<file path="src/rtl/ovl_pkg.sv">
// Purpose : shared glyph constants (origins, colours, 8x8 bitmaps) and FSM state type.
// Latency : n/a (constants and a pure helper function only).
// Backpr. : n/a.
// Contents: OVL_* glyph indices, GLYPH_X0/Y0 origins, GLYPH_COLOR, GLYPH_BMP,
//           comp_state_e, glyph_row() bitmap row lookup.
package ovl_pkg;

    localparam int OVL_CNT = 4;
    localparam int PIX_W   = 16;

    localparam int OVL_HUNGRY = 0;
    localparam int OVL_SICK   = 1;
    localparam int OVL_SAD    = 2;
    localparam int OVL_TIRED  = 3;

    // Top-left corner of each glyph, indexed by the OVL_* constants.
    localparam int unsigned GLYPH_X0 [OVL_CNT] = '{76, 82, 88, 55};
    localparam int unsigned GLYPH_Y0 [OVL_CNT] = '{57, 53, 58, 44};

    localparam logic [PIX_W-1:0] GLYPH_COLOR [OVL_CNT] =
        '{16'h0000, 16'h4dac, 16'h0000, 16'h3ef8};

    // 8 rows per glyph, row 0 in the top byte [63:56]; bit 7 of a row is the
    // leftmost column.
    localparam logic [63:0] GLYPH_BMP [OVL_CNT] = '{
        64'h8142_2418_1824_4281,   // hungry: X shape
        64'hFF81_8181_8181_81FF,   // sick: hollow box
        64'h7E81_A581_99A5_817E,   // sad: face
        64'h00FE_0408_1020_FE00    // tired: Z
    };

    typedef enum logic [1:0] {
        ST_IDLE   = 2'd0,
        ST_STREAM = 2'd1,
        ST_DRAIN  = 2'd2,
        ST_DONE   = 2'd3
    } comp_state_e;

    // Row r of glyph k sits at bits [8*(7-r) +: 8]; for a 3-bit r, 7-r == ~r.
    function automatic logic [7:0] glyph_row(input int k, input logic [2:0] r);
        return GLYPH_BMP[k][{~r, 3'b000} +: 8];
    endfunction

endpackage

</file>
<file path="src/rtl/glyph_hit.sv">
// Purpose : decide whether pixel (x,y) is covered by any enabled glyph and pick its colour.
// Latency : combinational (0 cycles).
// Backpr. : none; pure function of its inputs.
// Ports   : x_i/y_i pixel coordinates, mask_i latched glyph enables,
//           hit_o any glyph covers the pixel, color_o colour of the winning glyph.
module glyph_hit
    import ovl_pkg::*;
#(
    parameter int CW = 7
) (
    input  logic [CW-1:0]      x_i,
    input  logic [CW-1:0]      y_i,
    input  logic [OVL_CNT-1:0] mask_i,
    output logic               hit_o,
    output logic [PIX_W-1:0]   color_o
);

    logic [CW:0] x0;
    logic [CW:0] y0;
    logic [CW:0] dx;
    logic [CW:0] dy;
    logic [7:0]  row;

    always_comb begin
        hit_o   = 1'b0;
        color_o = '0;
        x0      = '0;
        y0      = '0;
        dx      = '0;
        dy      = '0;
        row     = '0;
        // Ascending scan: a later (higher-index) hit overwrites an earlier one,
        // which gives the highest glyph index priority on overlap.
        for (int k = 0; k < OVL_CNT; k++) begin
            x0  = (CW+1)'(GLYPH_X0[k]);
            y0  = (CW+1)'(GLYPH_Y0[k]);
            dx  = {1'b0, x_i} - x0;
            dy  = {1'b0, y_i} - y0;
            row = glyph_row(k, dy[2:0]);
            // In the 8x8 box when coordinate >= origin and the offset fits in 3 bits.
            if (mask_i[k]
                && ({1'b0, x_i} >= x0) && (dx[CW:3] == '0)
                && ({1'b0, y_i} >= y0) && (dy[CW:3] == '0)
                && row[~dx[2:0]]) begin
                hit_o   = 1'b1;
                color_o = GLYPH_COLOR[k];
            end
        end
    end

endmodule

</file>
<file path="src/rtl/pixel_overlay_composer.sv">
// Purpose : stream one WIDTHxHEIGHT frame from the base ROM with status glyphs composited on top.
// Latency : 2 cycles from rom_addr to pixel_out; pixel 0 three cycles after frame_start is sampled.
// Backpr. : none; one pixel per clk_input_data cycle, consumer must keep up.
// Ports   : clk_input_data, rst (sync, active-low), frame_start, state_mask (latched per frame),
//           rom_addr/rom_data (sync ROM, 1-cycle read), pixel_out/pixel_valid, frame_done (sticky).
module pixel_overlay_composer
    import ovl_pkg::*;
#(
    parameter int WIDTH      = 128,
    parameter int HEIGHT     = 128,
    parameter int PIXEL_SIZE = 16,
    parameter int NUM_OVL    = 4
) (
    input  logic                              clk_input_data,
    input  logic                              rst,
    input  logic                              frame_start,
    input  logic [NUM_OVL-1:0]                state_mask,
    output logic [$clog2(WIDTH*HEIGHT)-1:0]   rom_addr,
    input  logic [PIXEL_SIZE-1:0]             rom_data,
    output logic [PIXEL_SIZE-1:0]             pixel_out,
    output logic                              pixel_valid,
    output logic                              frame_done
);

    localparam int XW = $clog2(WIDTH);
    localparam int YW = $clog2(HEIGHT);
    localparam int CW = (XW > YW) ? XW : YW;
    localparam int AW = $clog2(WIDTH*HEIGHT);

    comp_state_e          state_q;
    logic [NUM_OVL-1:0]   mask_q;
    logic [CW-1:0]        x_q;
    logic [CW-1:0]        y_q;
    logic                 drain_q;
    // S1: coordinates of the address issued last cycle, aligned with rom_data.
    logic                 v1_q;
    logic [CW-1:0]        x1_q;
    logic [CW-1:0]        y1_q;
    // S2: registered outputs.
    logic [PIXEL_SIZE-1:0] pix_q;
    logic                  vld_q;
    logic                  done_q;

    logic                  last_addr;
    logic                  hit;
    logic [PIX_W-1:0]      hit_color;
    logic [PIXEL_SIZE-1:0] pix_d;

    assign last_addr = (x_q == CW'(WIDTH-1)) && (y_q == CW'(HEIGHT-1));
    assign rom_addr  = AW'(32'(y_q) * 32'(WIDTH) + 32'(x_q));

    glyph_hit #(
        .CW (CW)
    ) u_glyph_hit (
        .x_i     (x1_q),
        .y_i     (y1_q),
        .mask_i  (mask_q),
        .hit_o   (hit),
        .color_o (hit_color)
    );

    assign pix_d = hit ? hit_color : rom_data;

    always_ff @(posedge clk_input_data) begin
        if (!rst) begin
            state_q <= ST_IDLE;
            mask_q  <= '0;
            x_q     <= '0;
            y_q     <= '0;
            drain_q <= 1'b0;
            v1_q    <= 1'b0;
            x1_q    <= '0;
            y1_q    <= '0;
            pix_q   <= '0;
            vld_q   <= 1'b0;
            done_q  <= 1'b0;
        end else begin
            // Pipeline advances every cycle; an address is live only in STREAM.
            v1_q  <= (state_q == ST_STREAM);
            x1_q  <= x_q;
            y1_q  <= y_q;
            vld_q <= v1_q;
            // Hold the last pixel once the frame has drained.
            if (v1_q) begin
                pix_q <= pix_d;
            end

            case (state_q)
                ST_IDLE, ST_DONE: begin
                    if (frame_start) begin
                        mask_q  <= state_mask;
                        x_q     <= '0;
                        y_q     <= '0;
                        done_q  <= 1'b0;
                        state_q <= ST_STREAM;
                    end
                end
                ST_STREAM: begin
                    // Counters park on the last address; nothing reads them after STREAM.
                    if (last_addr) begin
                        drain_q <= 1'b0;
                        state_q <= ST_DRAIN;
                    end else if (x_q == CW'(WIDTH-1)) begin
                        x_q <= '0;
                        y_q <= y_q + 1'b1;
                    end else begin
                        x_q <= x_q + 1'b1;
                    end
                end
                ST_DRAIN: begin
                    // Two cycles: let the last ROM read and its output register retire.
                    if (drain_q) begin
                        done_q  <= 1'b1;
                        state_q <= ST_DONE;
                    end else begin
                        drain_q <= 1'b1;
                    end
                end
                default: state_q <= ST_IDLE;
            endcase
        end
    end

    assign pixel_out   = pix_q;
    assign pixel_valid = vld_q;
    assign frame_done  = done_q;

endmodule

</file>
<file path="config.mk">
export PLATFORM = sky130hd
export DESIGN_NAME = pixel_overlay_composer
export DESIGN_NICKNAME = d
export VERILOG_FILES = /design/src/rtl/ovl_pkg.sv /design/src/rtl/glyph_hit.sv /design/src/rtl/pixel_overlay_composer.sv
export SDC_FILE = /design/constraint.sdc
export NUM_CORES = 1
export LEC_CHECK = 0
export BUFFER_PORTS_ARGS = -buffer_cell sky130_fd_sc_hd__buf_2
export CAP_MARGIN = 20
export CORE_MARGIN = 2
export CORE_UTILIZATION = 50
export CTS_BUF_LIST = sky130_fd_sc_hd__clkbuf_4 sky130_fd_sc_hd__clkbuf_8
export DETAILED_ROUTE_END_ITERATION = 12
export PLACE_DENSITY = 0.73
export SYNTH_ARGS = -nofsm -noshare
export SYNTH_HDL_FRONTEND = slang
export SYNTH_SLANG_ARGS = --single-unit
</file>
<file path="constraint.sdc">
create_clock -name clk_input_data -period 5.5 [get_ports clk_input_data]
set_clock_uncertainty 0.05 [all_clocks]
set_input_delay 0.275 -clock clk_input_data [delete_from_list [all_inputs] [get_ports clk_input_data]]
set_output_delay 0.275 -clock clk_input_data [all_outputs]
set_load 0.005 [all_outputs]
</file>
Yosys cells after proc, flatten, opt, wreduce, memory -nomap -nowiden
Cells that the tools add are included.

operators by class
  $add $sub $neg = 11
  eq/ne operators = 10
  $lt $le $gt $ge = 12
  reductions and logical operators = 40
  shift operators = 4
  mux-type cells = 32
  bitwise logic cells = 8

operator list
  kind                                                                                  number
  64-bit by 7-bit indexed part select with 8-bit output (first input constant)          4
  15-bit 2-to-1 mux                                                                     3
  5-bit logical NOT                                                                     8
  7-bit by 6-bit subtractor with 8-bit output (second input constant)                   5
  7-bit by 6-bit greater-or-equal comparator with 1-bit output (second input constant)  5
  7-bit 2-to-1 mux                                                                      5
  7-bit case mux with 2 select lines                                                    2
  3-bit NOT                                                                             8
  7-bit by 7-bit subtractor with 8-bit output (second input constant)                   3
  7-bit greater-or-equal comparator (second input constant)                             3
  1-bit logical AND                                                                     21
  3-bit by 4-bit < comparator with 1-bit output (second input constant)                 4
  16-bit 2-to-1 mux                                                                     1
  14-bit by 7-bit adder with 14-bit output                                              1
  7-bit by 1-bit adder with 7-bit output (second input constant)                        2
  7-bit == test (second input constant)                                                 2
  1-bit binary-select mux with 3-bit select                                             4
  1-bit 2-to-1 mux                                                                      11
  2-bit inequality test (second input constant)                                         5
  3-bit AND reduction                                                                   3
  2-bit 2-to-1 mux                                                                      3
  2-bit case mux with 3 select lines                                                    1
  2-bit nonzero test                                                                    3
  2-bit == test (second input constant)                                                 2
  6 further kinds                                                                       8

storage, ports and cells
  bits in registers = 54
  output and inout bits = 32
  word-level logic and storage cells = 128
  bits of input ports = 23

Depth between registers and ports, before layout
  word-level depth = 11
  depth in mapped cells = 11
  depth with buffers taken out = 9

Modules after synthesis
From an unflattened synthesis, not the netlist that was laid out.

second synthesis, totals
  cell total of the unflattened synthesis = 427
  area, all modules = 3538.4 um2

by module, submodules not included
  module                  cells an instance  instances  seq. area each (um2)  area each (um2)
  pixel_overlay_composer  243                1          1081.0                2242.2
  glyph_hit               184                1          0.0                   1296.2

Worst setup path before layout
No wires, ideal clock.

  kind = input to register
  start point = input port y1_q[2]
  end point = register pix_q[12] (netlist: pixel_out[12])
  cell stages on the path = 12
  data required time = 5328 ps
  arrival = 2685 ps
  path buffers = 2
  setup time = 122 ps
  slack = 2643 ps
  path through = dfxtp_1 -> buf_2 -> inv_1 -> ha_1 -> mux2_2 -> o221a_2 -> a311oi_1 -> o21ai_0 -> nand3_1 -> nor3_2 -> buf_6 -> a221o_1

on the way
  cells in the longest elaborated chain, start to end = 11
  elaborated cells between the ends (all ways) = 47
  classes of those cells = add/sub: 4; order compare: 4; shift: 4; mux: 15; bitwise: 4; reduce/logical: 16

ends and longest elaborated chain
  what                                                   line                          text
  start, declared                                        pixel_overlay_composer.sv:38  logic [CW-1:0] y1_q;
  7-bit by 6-bit subtractor with 8-bit output            glyph_hit.sv:38               dy = {1'b0, y_i} - y0;
  3-bit NOT                                              ovl_pkg.sv:41                 return GLYPH_BMP[k][{~r, 3'b000} +: 8];
  64-bit by 7-bit indexed part select with 8-bit output  ovl_pkg.sv:41
  1-bit binary-select mux with 3-bit select              glyph_hit.sv:44               && row[~dx[2:0]]) begin
  1-bit 2-to-1 mux (implied by the code)                 glyph_hit.sv:44
  1-bit logical AND                                      glyph_hit.sv:44
  1-bit 2-to-1 mux (4 in series)                         glyph_hit.sv:41               if (mask_i[k]
  16-bit 2-to-1 mux (*)                                  pixel_overlay_composer.sv:62  assign pix_d = hit ? hit_color : rom_data;
  end signal, assigned                                   pixel_overlay_composer.sv:85  pix_q <= pix_d;
  end, declared                                          pixel_overlay_composer.sv:40  logic [PIXEL_SIZE-1:0] pix_q;

Every way passes the cells marked *; elsewhere a longest branch is shown, timed or not. The select of a mux whose other input is x is not followed.
A chain may end at the register's enable or synchronous reset.

Final worst setup path
  start point = input port y1_q[2]
  end point = register pix_q[14] (netlist: pixel_out[14])

Same word-level chain as after synthesis.

==> metrics.md <==
| Metric | Value |
|---|---|
| Max-Cap Viols | `0` |
| Initial core utilization | `between 50% and 60%` |
| DR vias | `about 2600` |
| Shortest period the worst path allows | `3.53 ns` |
| Crit Path Max Fanout | `14` |
| Nets | `between 400 and 500` |
| CTS tree | `done` |
| Hold Path Class | `in2reg` |
| Clk_lat worst skew | `roughly 0.30 ns` |
| PD cells | `~300 mW/mm^2` |
| Slew @ Worst Pin | `approximately 0.71 ns` |
| Drt total wl | `approximately 6700 microns` |
| CP Launch Type | `flop` |
| Final Hold Viols | `0` |
| Internal | `0.000665 W` |
| WP data arrival | `approximately 3.7 ns` |
| Vias in the first global route | `~2400` |
| First-pass detailed-route iteration total | `4` |
| Most frequent cells in the layout | `dfxtp_1 (54), buf_2 (54), ha_1 (26)` |
| Clock tree sinks | `between 50 and 60` |
| Area Overhead vs Synth | `12.0%` |
| Placed wire-length estimate | `between 5000 and 6000 microns` |
| DRC viols | `0` |
| Slew headroom | `about 52%` |
| Unrepaired setup endpoints after global routing | `false` |
| Sequential power share | `between 40% and 50%` |
| Post-DP Area | `0.00334 sq mm` |
| Post_cts resized | `0` |
| Antenna viol nets, final | `0` |
| Port buffer count | `54` |
| Max Slew Vio Count | `0` |
| Sw power | `between 0.0003 and 0.0004 W` |
| Critical path data required time | `5.70 ns` |
| Top-level port count | `55` |
| Die width | `just over 80 microns` |
| Crit end category | `flop` |
| Hold Path Depth | `2` |
| Clk pwr share | `approximately 22%` |
| Reg-to-reg startpoint | `y1_q[2]$_SDFF_PN0_` |
| Reg clk slew, reported paths | `roughly 0.10 ns` |
| Crit Path Class | `reg2reg` |
| Postcts setup bufs | `0` |
| Post-synth EDFFs | `0` |
| Synthesized area | `around 0.003 sq mm` |
| Net Count, Synth | `about 400` |
| Routability cong. | `approximately 0.88` |
| Setup violations, final | `0` |
| Initial antenna violation count | `0` |
| Rows | `28` |
| Height of the die | `~80 microns` |
| First-pass GRT wire length | `roughly 11000 microns` |
| Post-Syn Instances | `around 350` |
| Crit path from | `y1_q[2]$_SDFF_PN0_` |
| Grt ovf | `0` |
| Vias per cell | `approximately 5.6` |
| Placeable core area | `slightly below 0.006 sq mm` |
| Avg Inst Size Synth | `8.68 sq um` |
| Ant. Diodes | `0` |
| TritonCTS Buffers | `5` |
| Die area | `between 0.006 and 0.007 sq mm` |
| Ys Warns | `0` |
| Synthesis-stage register bit count | `54` |
| Distinct cell type count after synthesis | `53` |
| Setup TNS | `0 ns` |
| Largest net degree at the start of global routing | `25` |
| Cell area after layout | `0.00343 sq mm` |
| Max Clk Rate | `0.283 GHz` |
| Switch share | `between 30% and 40%` |
| Ys flop type | `dfxtp_1` |
| Hold Crit Start | `rom_data[1]` |
| Max IR drop VDD | `around 0.23 mV` |
| # H-tree levels | `2` |
| Leakage | `around 1.5 nW` |
| Logic pwr share | `a little over 30%` |
| Status | `finished clean` |
| Hold_buf cts | `0` |
| Final period util | `between 60% and 70%` |
| Async set or reset register ratio after synthesis | `0%` |
| R2R cell count | `9` |
| Wire per inst | `around 14 microns` |
| CTS root buffer | `clkbuf_8` |
| CTS Buffer Depth | `2` |
| Layout cells sized above 1 | `roughly a fifth` |
| DR iter-0 viols | `between 200 and 250` |
| GRT Total Usage | `a little over a fifth` |
| Sequential element share of the synthesized area | `a little over a third` |
worst max-delay path, cell delays in order (launching register included):
cell and delay [ns]:
dfxtp_1 0.65, inv_1 0.28, ha_1 0.46, mux2_2 0.37, o31ai_1 0.21, a311oi_1 0.07, o21ai_0 0.25, nand3_1 0.24
nor3_2 0.62, a221o_1 0.27
cell usage after synthesis (all sizes together) (2+ instances only):
cell type | n | area (sq um)
a2111oi | 2 | 42.5
a211oi | 4 | 30.0
a21boi | 2 | 15.0
a21o | 2 | 15.0
a21oi | 24 | 120
a221o | 9 | 90.1
a22o | 3 | 26.3
a31oi | 9 | 56.3
and2 | 13 | 81.3
and3 | 3 | 18.8
buf | 7 | 47.5
clkbuf | 11 | 42.5
dfxtp | 54 | 1080
ha | 26 | 325
inv | 19 | 71.3
mux2 | 3 | 33.8
mux2i | 6 | 60.1
nand2 | 24 | 90.1
nand2b | 6 | 37.5
nand3 | 21 | 105
nand4 | 5 | 31.3
nor2 | 25 | 93.8
nor2b | 5 | 31.3
nor3 | 5 | 30.0
nor4 | 2 | 12.5
nor4bb | 2 | 20.0
o21ai | 19 | 95.1
o221ai | 3 | 26.3
o31ai | 2 | 15.0
or3 | 2 | 12.5
or3b | 6 | 52.6
xnor2 | 5 | 43.8
xor2 | 9 | 78.8
final timing paths:
check        slack [ns]                         end
max                1.97  pixel_out[14]$_SDFFE_PN0P_
min                0.13   pixel_out[1]$_SDFFE_PN0P_
max reg2reg        1.97  pixel_out[14]$_SDFFE_PN0P_
min reg2reg        0.41      mask_q[0]$_SDFFE_PN0P_
logic make-up (layout without fill, tap and decap cells):
family,Yosys count,count (layout),share of synthesized area [%]
flip-flops,54,54,35.3
XOR/XNOR,14,14,4.00
adder cells (fa/ha/maj),26,26,10.6
AO/OA/AOI/OAI,90,90,20.6
buffers and inverters,37,81,5.27
multiplexers,9,9,3.06
AND/OR/NAND/NOR,123,123,21.2
power groups by stage:
stage	registers, W	clock network (W)	logic [W]
after floorplan	0.000479	0	0.000234
after global placement	0.000486	0	0.000307
after detailed placement	0.000487	0	0.000311
after CTS	0.000478	0.000232	0.000313
after global routing	0.000486	0.000243	0.000355
final	0.000478	0.000225	0.000311
registers in the layout, summed over array words and instances (netlist names), 2 cells and up:
signal	count
mask_q	4
pixel_out	16
y1_q	7
state_q	2
y_q	7
x_q	7
x1_q	7
stage by stage:
stage | hold WS, ns | total power, W | setup WS [ns] | instances | utilization [%]
after floorplan | 0.358 | 0.000713 | 2.64 | 353 | -
after global placement | 0.400 | 0.000793 | 2.20 | 464 | 56.4
after detailed placement | 0.400 | 0.000798 | 2.05 | 464 | 56.4
after CTS | 0.129 | 0.00102 | 2.01 | 472 | 58.0
after global routing | 0.137 | 0.00108 | 1.70 | 472 | 58.0
final | 0.133 | 0.00101 | 1.97 | 472 | 58.0
routing by layer:
metal | global-route usage, % | vias to the layer above | wire length (microns)
met1 | 30.4 | 1223 | 3210
met2 | 32.5 | 52 | 3150
met5 | 0 | - | 0
met3 | 3.59 | 10 | 238
met4 | 6.67 | 0 | 140
li1 | - | 1350 | -
layout make-up:
class / count / area, sq um
multi-input cells: 262 / 1820
flip-flops and latches: 54 / 1080
clock buffers: 6 / 82.6
inverters: 19 / 71.3
fillers: 534 / 2490
well taps: 75 / 93.8
repair buffers: 54 / 270
clock inverters: 2 / 12.5
Power figures use the tool's default switching activity.
